--- config.mk ---
export PLATFORM = sky130hd
export DESIGN_NAME = execute_muldiv_flat
export DESIGN_NICKNAME = d
export VERILOG_FILES = /design/src/rtl/execute_muldiv_if.sv /design/src/rtl/execute_muldiv.sv /design/src/flat_wrapper.sv
export SDC_FILE = /design/constraint.sdc
export NUM_CORES = 2
export LEC_CHECK = 0
export BUFFER_PORTS_ARGS = -buffer_cell sky130_fd_sc_hd__buf_4
export CAP_MARGIN = 10
export CORE_ASPECT_RATIO = 1.5
export CORE_MARGIN = 2
export CORE_UTILIZATION = 40
export DETAILED_ROUTE_END_ITERATION = 7
export PLACE_DENSITY = 0.52
export SLEW_MARGIN = 0
export SYNTH_ARGS = -nofsm -noshare
export SYNTH_HDL_FRONTEND = slang
export SYNTH_SLANG_ARGS = --single-unit
--- constraint.sdc ---
create_clock -name clk -period 19.72 [get_ports clk]
set_input_delay 2.958 -clock clk [delete_from_list [all_inputs] [get_ports clk]]
set_output_delay 2.958 -clock clk [all_outputs]
set_load 0.05 [all_outputs]
--- src/rtl/execute_muldiv_if.sv ---
// Execute-stage handshake bundle between the pipeline and the RV32M multiply/divide unit.
interface execute_muldiv_if #(
   parameter int WIDTH = 32
);
   logic             start_E;
   logic [2:0]       op_E;
   logic [WIDTH-1:0] srcA_E;
   logic [WIDTH-1:0] srcB_E;
   logic [4:0]       Rd_E;
   logic             flush_E;
   logic [WIDTH-1:0] result_E;
   logic [4:0]       Rd_out_E;
   logic             done_E;
   logic             busy_E;
   logic             stall_E;

   modport master (
      output start_E, op_E, srcA_E, srcB_E, Rd_E, flush_E,
      input  result_E, Rd_out_E, done_E, busy_E, stall_E
   );

   modport slave (
      input  start_E, op_E, srcA_E, srcB_E, Rd_E, flush_E,
      output result_E, Rd_out_E, done_E, busy_E, stall_E
   );
endinterface

--- src/rtl/execute_muldiv.sv ---
// Multi-cycle RV32M unit: 2-cycle multiply, 32-step restoring divide, stalls the front end while busy.
module execute_muldiv #(
   parameter int WIDTH = 32
) (
   input  logic              clk,
   input  logic              rst,
   execute_muldiv_if.slave   bus
);
   localparam int CNT_W = $clog2(WIDTH);
   localparam logic [WIDTH-1:0] MIN_NEG = {1'b1, {(WIDTH-1){1'b0}}};

   typedef enum logic [2:0] {S_IDLE, S_MUL, S_DIV_ITER, S_DIV_FIX, S_DONE} state_t;

   state_t             state_q, state_d;
   logic [1:0]         op_q, op_d;
   logic [4:0]         rd_q, rd_d;
   logic [WIDTH-1:0]   dvd_q, dvd_d;     // multiplicand, or dividend being shifted out
   logic [WIDTH-1:0]   dvs_q, dvs_d;     // multiplier, or divisor magnitude
   logic [WIDTH-1:0]   rem_q, rem_d;
   logic [WIDTH-1:0]   quo_q, quo_d;
   logic [CNT_W-1:0]   cnt_q, cnt_d;
   logic               qneg_q, qneg_d;
   logic               rneg_q, rneg_d;
   logic [WIDTH-1:0]   result_q, result_d;

   logic               sgn_div;
   logic               mul_sa, mul_sb;
   logic [2*WIDTH-1:0] mul_a, mul_b, prod;
   logic [WIDTH:0]     rem_shift, rem_sub;
   logic [WIDTH-1:0]   q_fix, r_fix;

   function automatic logic [WIDTH-1:0] neg(input logic [WIDTH-1:0] x);
      return ~x + WIDTH'(1);
   endfunction

   // Extending to 2*WIDTH makes one unsigned multiply serve all four sign modes.
   assign mul_sa    = (op_q == 2'b01) || (op_q == 2'b10);
   assign mul_sb    = (op_q == 2'b01);
   assign mul_a     = {{WIDTH{mul_sa & dvd_q[WIDTH-1]}}, dvd_q};
   assign mul_b     = {{WIDTH{mul_sb & dvs_q[WIDTH-1]}}, dvs_q};
   assign prod      = mul_a * mul_b;

   // One extra bit so the compare stays exact for divisors above 2^(WIDTH-1).
   assign rem_shift = {rem_q, dvd_q[WIDTH-1]};
   assign rem_sub   = rem_shift - {1'b0, dvs_q};
   assign q_fix     = qneg_q ? neg(quo_q) : quo_q;
   assign r_fix     = rneg_q ? neg(rem_q) : rem_q;
   assign sgn_div   = ~bus.op_E[0];

   always_comb begin
      // NOTE: every next-state value defaults to its register so no path infers a latch.
      state_d  = state_q;
      op_d     = op_q;
      rd_d     = rd_q;
      dvd_d    = dvd_q;
      dvs_d    = dvs_q;
      rem_d    = rem_q;
      quo_d    = quo_q;
      cnt_d    = cnt_q;
      qneg_d   = qneg_q;
      rneg_d   = rneg_q;
      result_d = result_q;

      unique case (state_q)
         S_IDLE: begin
            if (bus.start_E && !bus.flush_E) begin
               op_d = bus.op_E[1:0];
               rd_d = bus.Rd_E;
               if (!bus.op_E[2]) begin
                  dvd_d   = bus.srcA_E;
                  dvs_d   = bus.srcB_E;
                  state_d = S_MUL;
               end else if (bus.srcB_E == '0) begin
                  result_d = bus.op_E[1] ? bus.srcA_E : '1;
                  state_d  = S_DONE;
               end else if (sgn_div && bus.srcA_E == MIN_NEG && bus.srcB_E == '1) begin
                  result_d = bus.op_E[1] ? '0 : MIN_NEG;
                  state_d  = S_DONE;
               end else begin
                  dvd_d   = (sgn_div && bus.srcA_E[WIDTH-1]) ? neg(bus.srcA_E) : bus.srcA_E;
                  dvs_d   = (sgn_div && bus.srcB_E[WIDTH-1]) ? neg(bus.srcB_E) : bus.srcB_E;
                  qneg_d  = sgn_div & (bus.srcA_E[WIDTH-1] ^ bus.srcB_E[WIDTH-1]);
                  rneg_d  = sgn_div & bus.srcA_E[WIDTH-1];
                  rem_d   = '0;
                  quo_d   = '0;
                  cnt_d   = CNT_W'(WIDTH-1);
                  state_d = S_DIV_ITER;
               end
            end
         end
         S_MUL: begin
            result_d = (op_q == 2'b00) ? prod[WIDTH-1:0] : prod[2*WIDTH-1:WIDTH];
            state_d  = S_DONE;
         end
         S_DIV_ITER: begin
            dvd_d = dvd_q << 1;
            if (!rem_sub[WIDTH]) begin
               rem_d = rem_sub[WIDTH-1:0];
               quo_d = {quo_q[WIDTH-2:0], 1'b1};
            end else begin
               rem_d = rem_shift[WIDTH-1:0];
               quo_d = {quo_q[WIDTH-2:0], 1'b0};
            end
            cnt_d = cnt_q - CNT_W'(1);
            if (cnt_q == '0) state_d = S_DIV_FIX;
         end
         S_DIV_FIX: begin
            result_d = op_q[1] ? r_fix : q_fix;
            state_d  = S_DONE;
         end
         S_DONE:  state_d = S_IDLE;
         default: state_d = S_IDLE;
      endcase

      // An aborted instruction must leave the architecturally visible result untouched.
      if (bus.flush_E) begin
         state_d  = S_IDLE;
         result_d = result_q;
      end
   end

   always_ff @(posedge clk or negedge rst) begin
      if (!rst) begin
         state_q  <= S_IDLE;
         op_q     <= '0;
         rd_q     <= '0;
         dvd_q    <= '0;
         dvs_q    <= '0;
         rem_q    <= '0;
         quo_q    <= '0;
         cnt_q    <= '0;
         qneg_q   <= 1'b0;
         rneg_q   <= 1'b0;
         result_q <= '0;
      end else begin
         // NOTE: non-blocking so every register samples the pre-edge values of the others.
         state_q  <= state_d;
         op_q     <= op_d;
         rd_q     <= rd_d;
         dvd_q    <= dvd_d;
         dvs_q    <= dvs_d;
         rem_q    <= rem_d;
         quo_q    <= quo_d;
         cnt_q    <= cnt_d;
         qneg_q   <= qneg_d;
         rneg_q   <= rneg_d;
         result_q <= result_d;
      end
   end

   assign bus.result_E = result_q;
   assign bus.Rd_out_E = rd_q;
   assign bus.done_E   = (state_q == S_DONE) && !bus.flush_E;
   assign bus.busy_E   = (state_q == S_MUL) || (state_q == S_DIV_ITER) || (state_q == S_DIV_FIX);
   assign bus.stall_E  = (bus.start_E && state_q == S_IDLE && !bus.flush_E) || bus.busy_E;
endmodule

--- src/flat_wrapper.sv ---
// flat-port wrapper written by rule: the top's interface ports become plain ports
module execute_muldiv_flat 
#(
   parameter int WIDTH = 32
)
  (clk, rst, bus_start_E, bus_op_E, bus_srcA_E, bus_srcB_E, bus_Rd_E, bus_flush_E, bus_result_E, bus_Rd_out_E, bus_done_E, bus_busy_E, bus_stall_E);
  execute_muldiv_if #(.WIDTH(WIDTH)) bus_i ();
  input  logic clk;
  input  logic rst;
  input wire logic [$bits(bus_i.start_E)-1:0] bus_start_E;
  input wire logic [$bits(bus_i.op_E)-1:0] bus_op_E;
  input wire logic [$bits(bus_i.srcA_E)-1:0] bus_srcA_E;
  input wire logic [$bits(bus_i.srcB_E)-1:0] bus_srcB_E;
  input wire logic [$bits(bus_i.Rd_E)-1:0] bus_Rd_E;
  input wire logic [$bits(bus_i.flush_E)-1:0] bus_flush_E;
  output wire logic [$bits(bus_i.result_E)-1:0] bus_result_E;
  output wire logic [$bits(bus_i.Rd_out_E)-1:0] bus_Rd_out_E;
  output wire logic [$bits(bus_i.done_E)-1:0] bus_done_E;
  output wire logic [$bits(bus_i.busy_E)-1:0] bus_busy_E;
  output wire logic [$bits(bus_i.stall_E)-1:0] bus_stall_E;
  assign bus_i.start_E = bus_start_E;
  assign bus_i.op_E = bus_op_E;
  assign bus_i.srcA_E = bus_srcA_E;
  assign bus_i.srcB_E = bus_srcB_E;
  assign bus_i.Rd_E = bus_Rd_E;
  assign bus_i.flush_E = bus_flush_E;
  assign bus_result_E = bus_i.result_E;
  assign bus_Rd_out_E = bus_i.Rd_out_E;
  assign bus_done_E = bus_i.done_E;
  assign bus_busy_E = bus_i.busy_E;
  assign bus_stall_E = bus_i.stall_E;
  execute_muldiv #(.WIDTH(WIDTH)) u_core (.clk(clk), .rst(rst), .bus(bus_i));
endmodule
==> summary.txt <==
Mapped cell area: 0.0506 mm²
Register area: 0.00445 mm²
Largest cells by area after synthesis: fa_1 45%, inv_1 9.3%, dfrtp_1 8.8%, nand2_1 8.1%, ha_1 6.3%
FP Rows: 159
Crit path launch type: flop
Share of flip-flops with an asynchronous set or reset: 1.00
Biggest area consumer among synthesized cells: fa_1
Post-synthesis instance total: 5879
Worst Reg-to-Reg Cells: 32
Avg Cell Area, Syn: 8.61 µm²
Cts bufs inserted: 17
CTS tree: yes
GRT Total Usage: 0.262
R2R setup slack: 9500 ps
Sequential area share after synthesis: 0.0875
Share of layout cells above drive strength 1: 0.0489
Fin. max-slew vios: 0
Slowest stage cell, crit path: and2_0
Ys flop type: dfrtp_1
CP max stage delay: 920 ps
Setup violators final: 0
Top-count cell post-synth: inv_1
Drc violations: 0
Top Ports: 116
Core Region: 0.125 mm²
Status: complete, no violations
H-tree depth: 4
Required @ worst endpoint: 20030 ps
Sink Count: 177
Filler cell count in the final layout: 12800
Root Buffer: clkbuf_16
Yosys top cell area share: 0.445
Synthesized flop and latch total: 177
Hold path start: u_core.dvs_q[21]$_DFFE_PN0P_
Die X-Extent: 294 µm
Crit path time final: 10220 ps
R2R Path End: u_core.bus.result_E[31]$_DFFE_PN0P_
Reg-to-reg critical path startpoint: u_core.op_q[1]$_DFFE_PN0P_
Final Wtd Congestion: 0.947
Hold_buf cts: 0
Via count: 39100
Crit Path Class: reg -> reg
RSZ-0062 raised after global routing: no
Via count of the first global-routing pass: 43200
Post-synth EDFFs: 0
Critical path arrival: 10530 ps
Resize count post-CTS: 0
Rel. slew slack: 0.226
Nets@finish: 7195
Grt ovf: 0
Reg clk slew, reported paths: 70 ps
Setup TNS: 0 ps
Setup slack after layout: 9500 ps
Actual slew at the worst max-slew pin: 1160 ps
TritonRoute pass-1 iters: 5
Die area: 0.129 mm²
Pin count of the biggest net entering global routing: 91
Class of the worst hold path: reg -> reg
Worst-path fanout max: 19
Max-cap violations: 0
Hold depth: 2
YS warnings: 0
Worst Skew: 11.6 ps
Post-synth top cells: 1260 x inv_1, 1126 x fa_1, 1087 x nand2_1
Post-detail-place hpwl: 134 mm
Port buffer count: 115
Final hold viol count: 0
First-pass GRT wire length: 256 mm
Antenna-violating nets left: 0
Area Overhead vs Synth: 5.43%
Die H: 440 µm
Yosys cell types: 83
Setup Buffers After CTS: 0
DR WL/cell: 22.2 µm
Post-Place Setup Slack: 9520 ps
Worst-Skew Late Latency: 470 ps
FMAX: 97.9 MHz
CTS max path bufs: 2
DRT iter0 DRCs: 1902
Antenna violations before repair: 5
Avg Vias per Cell: 5.31
Final WL: 163 mm
Fin crit share: 0.518
Hold EP: u_core.dvs_q[21]$_DFFE_PN0P_
Net count after synthesis: 7335
Starting density of the core: 0.404
Multi-input gate area: 0.0401 mm²
Critical Path Sink Type: flop
==> flip-flops by register name, summed over array words and instances (netlist names) <==
signal / flops
u_core.qneg_q: 1
u_core.bus.Rd_out_E: 5
u_core.dvd_q: 32
u_core.dvs_q: 32
u_core.op_q: 2
u_core.cnt_q: 5
u_core.state_q: 3
u_core.quo_q: 32
u_core.rneg_q: 1
u_core.rem_q: 32
u_core.bus.result_E: 32
==> worst max-delay path: cells and delay by family (launching register included) <==
family | cells | cell delay, ps
buffers and inverters | 10 | 1640
xor gates and xnor gates | 1 | 150
adders and majority gates | 10 | 5010
DFF | 1 | 350
AOI/OAI and AO/OA | 8 | 1510
and+or+nand+nor | 3 | 1320
==> logic make-up (layout without fill, tap and decap cells) <==
family                     count (synthesis)  count (layout)  synth area share
AOI/OAI and AO/OA                        687             687            0.0827
other                                      0               2                 0
muxes                                     36              36           0.00734
xor gates and xnor gates                 217             217            0.0377
and+or+nand+nor                         1773            1773             0.157
DFF                                      177             177            0.0875
adders and majority gates               1380            1380             0.508
buffers and inverters                   1609            1482             0.120
==> how the worst max path moves through the flow <==
stage                                          endpoint  slack [ps]                       start
floorplan           u_core.bus.result_E[31]$_DFFE_PN0P_       10960  u_core.op_q[1]$_DFFE_PN0P_
global placement    u_core.bus.result_E[31]$_DFFE_PN0P_        9760  u_core.op_q[1]$_DFFE_PN0P_
detailed placement  u_core.bus.result_E[31]$_DFFE_PN0P_        9520  u_core.op_q[1]$_DFFE_PN0P_
CTS                 u_core.bus.result_E[31]$_DFFE_PN0P_        9490  u_core.op_q[1]$_DFFE_PN0P_
global route        u_core.bus.result_E[31]$_DFFE_PN0P_        8780  u_core.op_q[1]$_DFFE_PN0P_
finish              u_core.bus.result_E[31]$_DFFE_PN0P_        9500  u_core.op_q[1]$_DFFE_PN0P_
==> stage by stage <==
step | utilization | cell area [µm²] | instances | hold slack, ps
3_5_place_dp | 0.421 | 52800 | 7330 | 477
3_3_place_gp | 0.421 | 52800 | 7330 | 467
6_report | 0.426 | 53400 | 7364 | 491
5_1_grt | 0.426 | 53400 | 7364 | 520
2_1_floorplan | - | 50600 | 5879 | 454
4_1_cts | 0.426 | 53300 | 7362 | 494
==> cell type report <==
class / instances / area share
Clock buffer: 18 / 0.00804
Clock inverter: 14 / 0.00288
Antenna cell: 2 / 0.0000938
Inverter: 1261 / 0.0887
Tap cell: 1610 / 0.0378
Sequential cell: 177 / 0.0833
Multi-Input combinational cell: 4093 / 0.752
Timing Repair Buffer: 189 / 0.0267
==> metal layers <==
| layer | share of wire | up-vias | track usage |
|---|---|---|---|
| met5 | 0.000067 | - | 0 |
| met2 | 0.55 | 907 | 0.502 |
| met4 | 0.063 | 2 | 0.136 |
| met1 | 0.36 | 20500 | 0.288 |
| li1 | - | 17300 | - |
| met3 | 0.028 | 354 | 0.0170 |
==> cells in the final DEF (no fill, tap or decap), drive strengths merged, types with 31 or more instances in the layout <==
master  count
a21oi     159
fa       1126
a21o       46
o21ai     267
nand3      31
and3       33
nand2    1087
o31ai      35
buf       188
xor2       92
ha        254
xnor2     125
inv      1265
dfrtp     177
nor2      179
and2      270
Power is not shown: default switching activity piles up to over one toggle a cycle in this logic, so the estimate is an artifact.
